===== config.mk =====
export PLATFORM = sky130hd
export DESIGN_NAME = taxi_prbs_lock_ctrl
export DESIGN_NICKNAME = d
export VERILOG_FILES = /design/src/rtl/taxi_prbs_lock_ctrl.sv
export SDC_FILE = /design/constraint.sdc
export NUM_CORES = 1
export LEC_CHECK = 0
export CORE_ASPECT_RATIO = 1.4
export CORE_MARGIN = 2
export CORE_UTILIZATION = 30
export CTS_BUF_LIST = sky130_fd_sc_hd__clkbuf_16
export DETAILED_ROUTE_END_ITERATION = 7
export SYNTH_ARGS = -nofsm -noshare
export SYNTH_HDL_FRONTEND = slang
export SYNTH_SLANG_ARGS = --single-unit

===== constraint.sdc =====
create_clock -name clk -period 11.9 [get_ports clk]
set_input_delay 3.57 -clock clk [delete_from_list [all_inputs] [get_ports clk]]
set_output_delay 3.57 -clock clk [all_outputs]
set_load 0.005 [all_outputs]

===== src/rtl/taxi_prbs_lock_ctrl.sv =====
// Lock/error controller for a PRBS checker that follows a self-synchronizing descrambler.
// Sequences descrambler flush/reset, tracks hunt/lock, and keeps saturating error statistics.
module taxi_prbs_lock_ctrl #(
  parameter int DATA_W     = 64,
  parameter int LFSR_W     = 58,
  parameter int LOCK_CNT   = 4,
  parameter int WINDOW     = 16,
  parameter int ERR_THRESH = 4,
  parameter int CNT_W      = 32
) (
  input  logic              clk,
  input  logic              rst,
  input  logic              enable,
  input  logic [DATA_W-1:0] in_data,
  input  logic              in_valid,
  input  logic              stat_clear,
  output logic              desc_rst,
  output logic              locked,
  output logic              lock_loss,
  output logic [1:0]        state,
  output logic [CNT_W-1:0]  bit_err_count,
  output logic [CNT_W-1:0]  word_err_count
);

  localparam int FLUSH_WORDS = (LFSR_W + DATA_W - 1) / DATA_W;
  localparam int PC_W  = $clog2(DATA_W + 1);
  localparam int FL_W  = $clog2(FLUSH_WORDS + 1);
  localparam int CL_W  = $clog2(LOCK_CNT + 1);
  localparam int WN_W  = $clog2(WINDOW + 1);
  localparam int WE_W  = $clog2(ERR_THRESH + 1);
  localparam int SUM_W = ((CNT_W > PC_W) ? CNT_W : PC_W) + 1;

  typedef enum logic [1:0] {
    S_IDLE   = 2'd0,
    S_FLUSH  = 2'd1,
    S_HUNT   = 2'd2,
    S_LOCKED = 2'd3
  } state_t;

  state_t            r_state;
  state_t            w_next;
  logic [FL_W-1:0]   r_flush_cnt;
  logic [CL_W-1:0]   r_clean_cnt;
  logic [WN_W-1:0]   r_win_cnt;
  logic [WE_W-1:0]   r_win_err;
  logic [PC_W-1:0]   w_popcnt;
  logic              w_err_word;
  logic [FL_W-1:0]   w_flush_inc;
  logic [CL_W-1:0]   w_clean_inc;
  logic [WN_W-1:0]   w_win_inc;
  logic [WE_W-1:0]   w_err_inc;
  logic              w_loss;
  logic              w_wrap;
  logic              w_count_en;
  logic              w_desc_rst_d;
  logic              w_locked_d;
  logic              w_lock_loss_d;
  logic              r_desc_rst;
  logic              r_locked;
  logic              r_lock_loss;
  logic [CNT_W-1:0]  r_bit_cnt;
  logic [CNT_W-1:0]  r_word_cnt;

  function automatic logic [CNT_W-1:0] sat_add(input logic [CNT_W-1:0] a,
                                               input logic [PC_W-1:0]  b);
    logic [SUM_W-1:0] s;
    s = SUM_W'(a) + SUM_W'(b);
    if (s > SUM_W'({CNT_W{1'b1}})) return '1;
    return s[CNT_W-1:0];
  endfunction

  always_comb begin
    w_popcnt = '0;
    for (int i = 0; i < DATA_W; i++) w_popcnt = w_popcnt + PC_W'(in_data[i]);
  end

  assign w_err_word  = |in_data;
  assign w_flush_inc = r_flush_cnt + FL_W'(1);
  assign w_clean_inc = r_clean_cnt + CL_W'(1);
  assign w_win_inc   = r_win_cnt + WN_W'(1);
  assign w_err_inc   = r_win_err + WE_W'(w_err_word);
  // Threshold is checked on the post-update error count and wins over window wrap.
  assign w_loss     = enable && (r_state == S_LOCKED) && in_valid && (w_err_inc == WE_W'(ERR_THRESH));
  assign w_wrap     = in_valid && (w_win_inc == WN_W'(WINDOW));
  assign w_count_en = enable && (r_state == S_LOCKED) && in_valid;

  always_ff @(posedge clk) begin
    if (rst) r_state <= S_IDLE;
    else     r_state <= w_next;
  end

  always_comb begin
    w_next = r_state;
    if (!enable) begin
      w_next = S_IDLE;
    end else begin
      case (r_state)
        S_IDLE:   w_next = S_FLUSH;
        S_FLUSH:  if (in_valid && (w_flush_inc == FL_W'(FLUSH_WORDS))) w_next = S_HUNT;
        S_HUNT:   if (in_valid && !w_err_word && (w_clean_inc == CL_W'(LOCK_CNT))) w_next = S_LOCKED;
        S_LOCKED: if (w_loss) w_next = S_FLUSH;
        default:  w_next = S_IDLE;
      endcase
    end
  end

  always_comb begin
    w_desc_rst_d  = (w_next == S_IDLE) || w_loss;
    w_locked_d    = (w_next == S_LOCKED);
    w_lock_loss_d = w_loss;
  end

  always_ff @(posedge clk) begin
    if (rst) begin
      r_desc_rst  <= 1'b1;
      r_locked    <= 1'b0;
      r_lock_loss <= 1'b0;
    end else begin
      r_desc_rst  <= w_desc_rst_d;
      r_locked    <= w_locked_d;
      r_lock_loss <= w_lock_loss_d;
    end
  end

  // Every state change starts the per-state counters from zero.
  always_ff @(posedge clk) begin
    if (rst || (w_next != r_state)) begin
      r_flush_cnt <= '0;
      r_clean_cnt <= '0;
      r_win_cnt   <= '0;
      r_win_err   <= '0;
    end else if (in_valid) begin
      case (r_state)
        S_FLUSH: r_flush_cnt <= w_flush_inc;
        S_HUNT:  r_clean_cnt <= w_err_word ? '0 : w_clean_inc;
        S_LOCKED: begin
          if (w_wrap) begin
            r_win_cnt <= '0;
            r_win_err <= '0;
          end else begin
            r_win_cnt <= w_win_inc;
            r_win_err <= w_err_inc;
          end
        end
        default: ;
      endcase
    end
  end

  // stat_clear zeroes the base, so a same-cycle word's contribution still lands.
  always_ff @(posedge clk) begin
    if (rst) begin
      r_bit_cnt  <= '0;
      r_word_cnt <= '0;
    end else if (stat_clear || w_count_en) begin
      r_bit_cnt  <= sat_add(stat_clear ? '0 : r_bit_cnt,
                            w_count_en ? w_popcnt : '0);
      r_word_cnt <= sat_add(stat_clear ? '0 : r_word_cnt,
                            PC_W'(w_count_en && w_err_word));
    end
  end

  assign desc_rst       = r_desc_rst;
  assign locked         = r_locked;
  assign lock_loss      = r_lock_loss;
  assign state          = r_state;
  assign bit_err_count  = r_bit_cnt;
  assign word_err_count = r_word_cnt;

endmodule


Yosys cells after proc, flatten, opt, wreduce, memory -nomap -nowiden
Cells that the tools add are included.

Input bits: 69. Bits in latches: 0. Memory bits (read-only): 0. Memories kept: 0. Memory bits (writable): 0. Output and inout bits: 69. Word-level logic and storage cells: 128. Register bits: 81.

Order comparisons: 2. Divide/modulo/power cells: 0. Equality and inequality tests: 8. Shifts and indexed selects: 0. Reductions and logical operators: 18. Bitwise operators: 0. Mux-type cells: 21. Multipliers: 0. Add/sub/neg operators: 69.

Operator list (count): 7-bit by 1-bit adder with 7-bit output (57); 32-bit two-way mux (6); 33-bit by 32-bit > comparator with 1-bit output, second input constant (2); 64-bit OR reduction (1); 32-bit by 1-bit adder with 33-bit output (1); 32-bit by 7-bit adder with 33-bit output (1); 1-bit logical AND (8); 2-bit two-way mux (4); 2-bit one-hot mux with 4 select lines (1); 6-bit by 1-bit adder with 7-bit output (1); 7-bit two-way mux (1); 5-bit by 1-bit adder with 6-bit output (1); 2-bit == test, second input constant (3); 3-bit == test, second input constant (2); 1-bit two-way mux (6); 3-bit two-way mux (2); 2-bit AND reduction (3); 4-bit by 1-bit adder with 5-bit output (1); 5-bit by 1-bit adder with 5-bit output, second input constant (1); 5-bit == test, second input constant (1); 5-bit two-way mux (1); 3-bit by 1-bit adder with 4-bit output (1); 2-bit logical NOT (2); 2-bit by 1-bit adder with 3-bit output (1); 8 further kinds (10).

Depth between registers and ports, before layout
Gate-level depths: netlist (run 1).

Depth after elaboration: 70. Mapped depth: 30. Gate-level depth less buffers: 28.

Least setup slack after synthesis (run 1)
OpenSTA, ideal clock, no wires.

Kind: input to register. Start point: input in_data[35]. End point: register r_bit_cnt[1], in the netlist bit_err_count[1]. Data arrival time: 10.408 ns. Stages on the path: 27. Setup time: 0.119 ns. Slack: 1.374 ns. Required time: 11.781 ns. Buffers on the path: 1. Cells stage by stage: inv_1 -> fa_1 -> inv_1 -> fa_1 -> fa_1 -> inv_1 -> fa_1 -> inv_1 -> fa_1 -> fa_1 -> fa_1 -> inv_1 -> fa_1 -> inv_1 -> fa_1 -> a21oi_1 -> nor2_1 -> nor2_1 -> nor2b_1 -> o21ai_0 -> a21oi_1 -> ha_1 -> a21o_1 -> o31ai_1 -> o21ai_1 -> buf_2 -> o221a_2.

Longest elaborated chain between the ends: 36.

Ends and longest elaborated chain: start: declaration (RTL line 14) `input logic [DATA_W-1:0] in_data,`; 7-bit by 1-bit adder with 7-bit output * (29 in series) (RTL line 74) `for (int i = 0; i < DATA_W; i++) w_popcnt = w_popcnt + PC_W'(in_data[i]);`; 7-bit two-way mux * (RTL line 157) `w_count_en ? w_popcnt : '0);`; 32-bit by 7-bit adder with 33-bit output * (RTL line 67) `s = SUM_W'(a) + SUM_W'(b);`; 33-bit by 32-bit > comparator with 1-bit output (RTL line 68) `if (s > SUM_W'({CNT_W{1'b1}})) return '1;`; 1-bit two-way mux (RTL line 68); 1-bit two-way mux (RTL line 155) `end else if (stat_clear || w_count_en) begin`; 1-bit two-way mux (RTL line 152) `if (rst) begin`; 32-bit two-way mux * (RTL line 69) `return s[CNT_W-1:0];`; end signal: assignment (RTL line 156) `r_bit_cnt <= sat_add(stat_clear ? '0 : r_bit_cnt,`; end: declaration (RTL line 61) `logic [CNT_W-1:0] r_bit_cnt;`.

Mark *: on every way between the ends. The rest lies on a longest branch, timed or not. The select of a mux whose other input is x is not followed. A chain may end at the register's enable or synchronous reset.

Worst setup path in the final report (run 1)
Start point: input in_data[35]. End point: register r_bit_cnt[17], in the netlist bit_err_count[17].

Same word-level chain as after synthesis.

==> summary.md, run 1 <==
| Metric | Value |
|---|---|
| Outcome | `finished clean` |
| Rows | `64` |
| Post-CTS sizing | `0` |
| Synth unique cells | `66` |
| Dominant cell type by area after synthesis | `dfxtp_1` |
| # clock sinks | `81` |
| Remaining global-route overflow | `0` |
| Commonest cells post-synth | `inv_1 (105), dfxtp_1 (81), a21oi_1 (70)` |
| Crit path largest cell delay | `690 ps` |
| Root Buffer | `clkbuf_16` |
| Fillers | `2281` |
| Detail Route Antenna Nets | `0` |
| Crit path launch | `in_data[35]` |
| DR DRC count | `0` |
| Max cap viols | `0` |
| Hold_sp | `r_clean_cnt[1]$_SDFFE_PP0P_` |
| Area of the multi-input gates | `4529 um2` |
| Core region area | `21940 um2` |
| Reg-to-Reg Start | `state[1]$_SDFF_PP0_` |
| Total power | `1.975 mW` |
| Syn Inst Count | `815` |
| CP Capture Type | `register` |
| Worst VDD drop | `464.9 uV` |
| Largest net degree at the start of global routing | `62` |
| WP data required | `12150 ps` |
| Worst-path maximum fanout | `11` |
| Critical path class | `in2reg` |
| Worst-Margin Slew | `907.3 ps` |
| Hold buffers post-CTS | `0` |
| Most used cell, CP | `fa_1` |
| Chip width | `130.4 um` |
| Post-CTS Setup Inserts | `0` |
| Worst hold stages | `2` |
| Power per standard cell area | `228.8 nW/um2` |
| Flop2flop setup slack | `7070 ps` |
| Diode count | `0` |
| Initial Utilization | `30.56%` |
| Most frequent cell after synthesis | `inv_1` |
| Ys flop type | `dfxtp_1` |
| Via count | `6605` |
| Mapped cell area | `6705 um2` |
| Post-synthesis to final-layout area growth | `28.76%` |
| Fin crit period | `11200 ps` |
| # IOs | `138` |
| Number of buffers added on ports | `137` |
| Fmax | `0.08931 GHz` |
| Vias in the first global route | `6574` |
| Skew final | `12.56 ps` |
| Worst Hold Class | `reg2reg` |
| H-tree level count | `3` |
| Startpoint Class | `input port` |
| Wirelength, routed | `22180 um` |
| DR vias/cell | `5.331` |
| First DRT Iteration DRCs | `365` |
| CTS tree | `done` |
| Hold slack | `455.7 ps` |
| FF/Latch Area | `1622 um2` |
| Syn Nets | `969` |
| Core Util, Final | `39.35%` |
| Slowest CP cell | `o21ai_1` |
| DR WL/cell | `17.90 um` |
| Slew headroom | `39.37%` |
| Finished layout cell area | `8633 um2` |
| Worst-Skew Late Latency | `340 ps` |
| RSZ-0062 raised after global routing | `no` |
| Total die area | `23580 um2` |
| Sequential area share after synthesis | `24.18%` |
| First-pass GRT wire length | `35540 um` |
| CP arrival | `11450 ps` |
| Final Cycle Share | `94.09%` |
| Fraction of layout cells with a size suffix above 1 | `5.202%` |
| Share of the synthesized area in the top cell type | `24.18%` |
| Area contributors post-synth | `dfxtp_1 (24%), fa_1 (16%), inv_1 (5.9%), ha_1 (5.6%), a21oi_1 (5.2%)` |
| DP HPWL | `16820 um` |
| RR Endpoint | `word_err_count[30]$_SDFFE_PP0P_` |
| Syn_area_per_cell | `8.227 um2` |
| Num CTS Buffers | `9` |
| Synthesized flop and latch total | `81` |
| Leak Pwr | `3.328 nW` |
| Die Ht | `180.9 um` |
| Setup TNS Final | `0 ps` |
| R2r worst-path depth | `11` |
| Post-synth ARST share | `0%` |
| Final hold vios | `0` |
| Clock-pin slew on the worst setup and hold paths | `70 ps` |
| Synth warn | `0` |
| Placer Congestion | `0.9236` |
| Number of synthesized flops with an enable pin | `0` |
| Max clock buf depth | `2` |
| Fin. max-slew vios | `0` |
| Pre-antenna DRT Iters | `5` |
| Setup Viol. Count Final | `0` |
| Placed cell area | `8362 um2` |
| Nets | `1091` |
| Initial antenna violation count | `0` |
| Worst hold path endpoint | `r_clean_cnt[1]$_SDFFE_PP0P_` |
| GRT Total Usage | `18.98%` |
-- metrics by stage --
stage / std cells / worst slack [ps]
CTS: 1239 / 636.7
global route: 1239 / 170.9
floorplan: 815 / 1374
finish: 1239 / 702.7
global placement: 1223 / 447.3
detailed placement: 1223 / 328.5
-- worst max-delay path: cells and delay by family --
family	cells	cell delay, ps
AO/OA/AOI/OAI	6	1470
XOR/XNOR	1	170
adder cells (fa/ha/maj)	10	4750
buffers and inverters	7	880
AND/OR/NAND/NOR	5	600
-- logic make-up (layout without fill, tap and decap cells) --
logic type,after synthesis,after routing,share of synthesized area (%)
flops,81,81,24.18
buf+inv,142,269,8.266
mux,1,1,0.1493
xor+xnor,16,16,2.090
compound gates,208,208,19.71
simple gates,282,282,23.59
fa+ha+maj,85,85,22.02
-- area by class of cell --
class | count | share of cell area [%]
clock buffers | 9 | 2.609
clock inverters | 7 | 0.5362
inverters | 106 | 4.609
multi-input cells | 592 | 52.46
flip-flops and latches | 81 | 18.78
well taps | 297 | 4.304
repair buffers | 147 | 16.70
-- cells in the final DEF (no fill, tap or decap), types with 6 or more instances in the layout --
master	n
nand4_1	19
xor2_1	6
nor3_1	29
a31oi_1	19
clkdlybuf4s50_1	136
fa_1	55
ha_1	30
and2_1	6
inv_1	105
xnor2_1	10
o21ai_0	43
a21oi_1	70
nor4_1	36
o221a_2	7
a211oi_1	11
and3_1	12
nand2_1	51
dfxtp_1	81
a21o_1	7
o311ai_0	6
clkbuf_16	9
nand3_1	18
nor2_1	57
buf_4	10
nand3b_1	6
nor2b_1	13
-- power breakdown --
part           leakage [nW]  total, mW  internal, mW  switching (mW)
registers             0.655      0.276         0.274         0.00271
clock network         0.119      0.260         0.141           0.119
logic                  2.55       1.44         0.654           0.786
-- registers in the layout (all words and copies together), names as in the netlist --
register,flops
lock_loss,1
r_flush_cnt,1
r_clean_cnt,3
bit_err_count,32
locked,1
r_win_err,3
desc_rst,1
word_err_count,32
r_win_cnt,5
state,2
-- layer usage --
layer / GRT usage (%) / vias to the layer above / part of all wire (%)
met3: 2.458 / 35 / 6.6
met4: 7.234 / 0 / 3.0
li1: - / 3155 / -
met1: 24.07 / 3141 / 41
met5: 0 / - / 0
met2: 32.52 / 274 / 49
-- how the worst max path moves through the flow --
stage,endpoint,slack [ps],cells past startpoint
finish,bit_err_count[17]$_SDFFE_PP0P_,700,29
global route,bit_err_count[17]$_SDFFE_PP0P_,170,29
CTS,bit_err_count[17]$_SDFFE_PP0P_,640,29
detailed placement,bit_err_count[17]$_SDFFE_PP0P_,330,29
global placement,bit_err_count[0]$_SDFFE_PP0P_,450,28
floorplan,bit_err_count[1]$_SDFFE_PP0P_,1370,27
Note: power is estimated with default switching activity, not from simulation.
==> inputs of run 2 (changes only) <==
--- a/config.mk
+++ b/config.mk
@@ -5,7 +5,7 @@
 export SDC_FILE = /design/constraint.sdc
 export NUM_CORES = 1
 export LEC_CHECK = 0
-export CORE_ASPECT_RATIO = 1.4
+export CORE_ASPECT_RATIO = 1.25
 export CORE_MARGIN = 2
 export CORE_UTILIZATION = 30
 export CTS_BUF_LIST = sky130_fd_sc_hd__clkbuf_16
==> constraint.sdc (replaced) <==
create_clock -name clk -period 10.05 [get_ports clk]
set_input_delay 3.015 -clock clk [delete_from_list [all_inputs] [get_ports clk]]
set_output_delay 3.015 -clock clk [all_outputs]
set_load 0.005 [all_outputs]
==> summary.md, run 2 (synthesized netlist as in run 1, its figures left out) <==
| Metric | Value |
|---|---|
| Crit path launch | `in_data[43]` |
| RSZ-0062 raised after global routing | `yes` |
| Nets | `1170` |
| Worst VDD drop | `544.9 uV` |
| CP arrival | `10050 ps` |
| WP data required | `10280 ps` |
| Final Cycle Share | `97.76%` |
| R2r worst-path depth | `11` |
| Worst-path maximum fanout | `4` |
| Most common cell after layout, fill and taps aside | `clkdlybuf4s50_1` |
| Worst Hold Class | `reg2reg` |
| Reg-to-Reg Start | `state[1]$_SDFF_PP0_` |
| Final cell count without fillers | `1303` |
| DR vias/cell | `5.253` |
| Wirelength, routed | `22620 um` |
| Final hold vios | `0` |
| Total power | `2.941 mW` |
| GRT Total Usage | `19.06%` |
| Via count | `6845` |
| Num CTS Buffers | `9` |
| Power per standard cell area | `316.3 nW/um2` |
| Fin crit period | `9825 ps` |
| Max cap viols | `0` |
| Rows | `61` |
| Outcome | `finished clean` |
| H-tree level count | `3` |
| Skew final | `8.631 ps` |
| Die Ht | `171.1 um` |
| CP Capture Type | `register` |
| Total die area | `23570 um2` |
| Fmax | `0.1018 GHz` |
| Leak Pwr | `3.741 nW` |
| Slew headroom | `42.25%` |
| Setup Viol. Count Final | `0` |
| Placement Setup Slack | `-781.1 ps` |
| First-pass GRT wire length | `35520 um` |
| Worst-Skew Late Latency | `340 ps` |
| Pre-antenna DRT Iters | `5` |
| Fin. max-slew vios | `0` |
| Worst hold stages | `2` |
| DR WL/cell | `17.36 um` |
| Initial antenna violation count | `0` |
| Placed cell area | `8855 um2` |
| First DRT Iteration DRCs | `398` |
| Fraction of layout cells with a size suffix above 1 | `19.31%` |
| DP HPWL | `17040 um` |
| # IOs | `138` |
| Diode count | `0` |
| Hold_sp | `r_clean_cnt[1]$_SDFFE_PP0P_` |
| Core Util, Final | `42.02%` |
| Startpoint Class | `input port` |
| Remaining global-route overflow | `0` |
| Placer Congestion | `0.9155` |
| Root Buffer | `clkbuf_16` |
| Largest net degree at the start of global routing | `62` |
| DR DRC count | `0` |
| Chip width | `137.7 um` |
| Finished layout cell area | `9300 um2` |
| Vias in the first global route | `6785` |
| Post-synthesis to final-layout area growth | `38.70%` |
| Detail Route Antenna Nets | `0` |
| Initial Utilization | `30.29%` |
| Worst-Margin Slew | `864.1 ps` |
| Commonest non-fill, non-tap cells in the layout | `clkdlybuf4s50_1 (103), inv_1 (91), buf_4 (85)` |
| Placed Cells | `1277` |
| Critical path class | `in2reg` |
| Setup TNS Final | `0 ps` |
| CTS tree | `done` |
| Setup WS post-layout | `225.2 ps` |
| Core region area | `22130 um2` |
| Max clock buf depth | `2` |
| # clock sinks | `81` |
| Clock-pin slew on the worst setup and hold paths | `70 ps` |
| Hold slack | `458.3 ps` |
| Number of buffers added on ports | `137` |
[run 2: cell count changes in the layout (fill, tap and decap cells not counted), moves of 6 or more]
cell | previous run | this run
a21oi_1 | 70 | 64
a21oi_2 | 0 | 6
buf_4 | 10 | 85
clkbuf_2 | 0 | 20
clkdlybuf4s50_1 | 136 | 103
dlygate4sd2_1 | 0 | 6
fa_1 | 55 | 46
fa_2 | 0 | 9
inv_1 | 105 | 91
inv_2 | 0 | 13
[run 2: worst paths after layout]
check                                    end  slack (ps)
max reg2reg  word_err_count[30]$_SDFFE_PP0P_        5860
max           bit_err_count[26]$_SDFFE_PP0P_         230
min              r_clean_cnt[1]$_SDFFE_PP0P_         460
min reg2reg      r_clean_cnt[1]$_SDFFE_PP0P_         460
[run 2: repair_timing]
item	4_1_cts	5_1_grt
gates resized for setup	77	76
buffers inserted	5	5
pin swaps	50	51
hold buffers	0	0
gates cloned	1	0
setup endpoints to repair	32	32
[run 2: critical path, stage by stage]
cell	delay [ps]
clkbuf_2	130
fa_1	530
fa_2	560
inv_2	40
fa_2	550
fa_1	450
fa_1	520
fa_1	550
fa_1	430
fa_1	520
inv_2	50
ha_4	160
fa_2	400
a21oi_2	160
nor2_2	50
nor2_1	80
nor2b_1	60
buf_4	140
nor3_4	150
ha_4	180
o21ai_1	70
nor2_2	120
buf_4	140
o31ai_4	90
buf_4	150
or4_1	500
a22oi_1	170
nor2_1	60
[run 2: where the power goes]
group,internal [mW],leakage [nW],switching (mW),total [mW]
registers,0.324,0.655,0.00304,0.327
clock network,0.190,0.139,0.140,0.330
logic,1.16,2.95,1.12,2.28
total,1.67,3.74,1.27,2.94
[run 2: area by class of cell]
cell class                 instances  area [um2]
clock buffer                       9       225.2
multi-input combinational        592        4691
clock inverter                     6       60.06
sequential                        81        1622
fill                            2280       12830
inverter                         106       400.4
tap                              283       354.1
timing repair buffer             226        1948
[run 2: routing by layer]
metal  GRT usage [%]  wire length (um)  vias up
li1                -                 -     3326
met1           24.04              9638     3260
met2           32.51             10990      223
met3           3.259              1414       36
met4           6.921               580        0
met5               0                 0        -
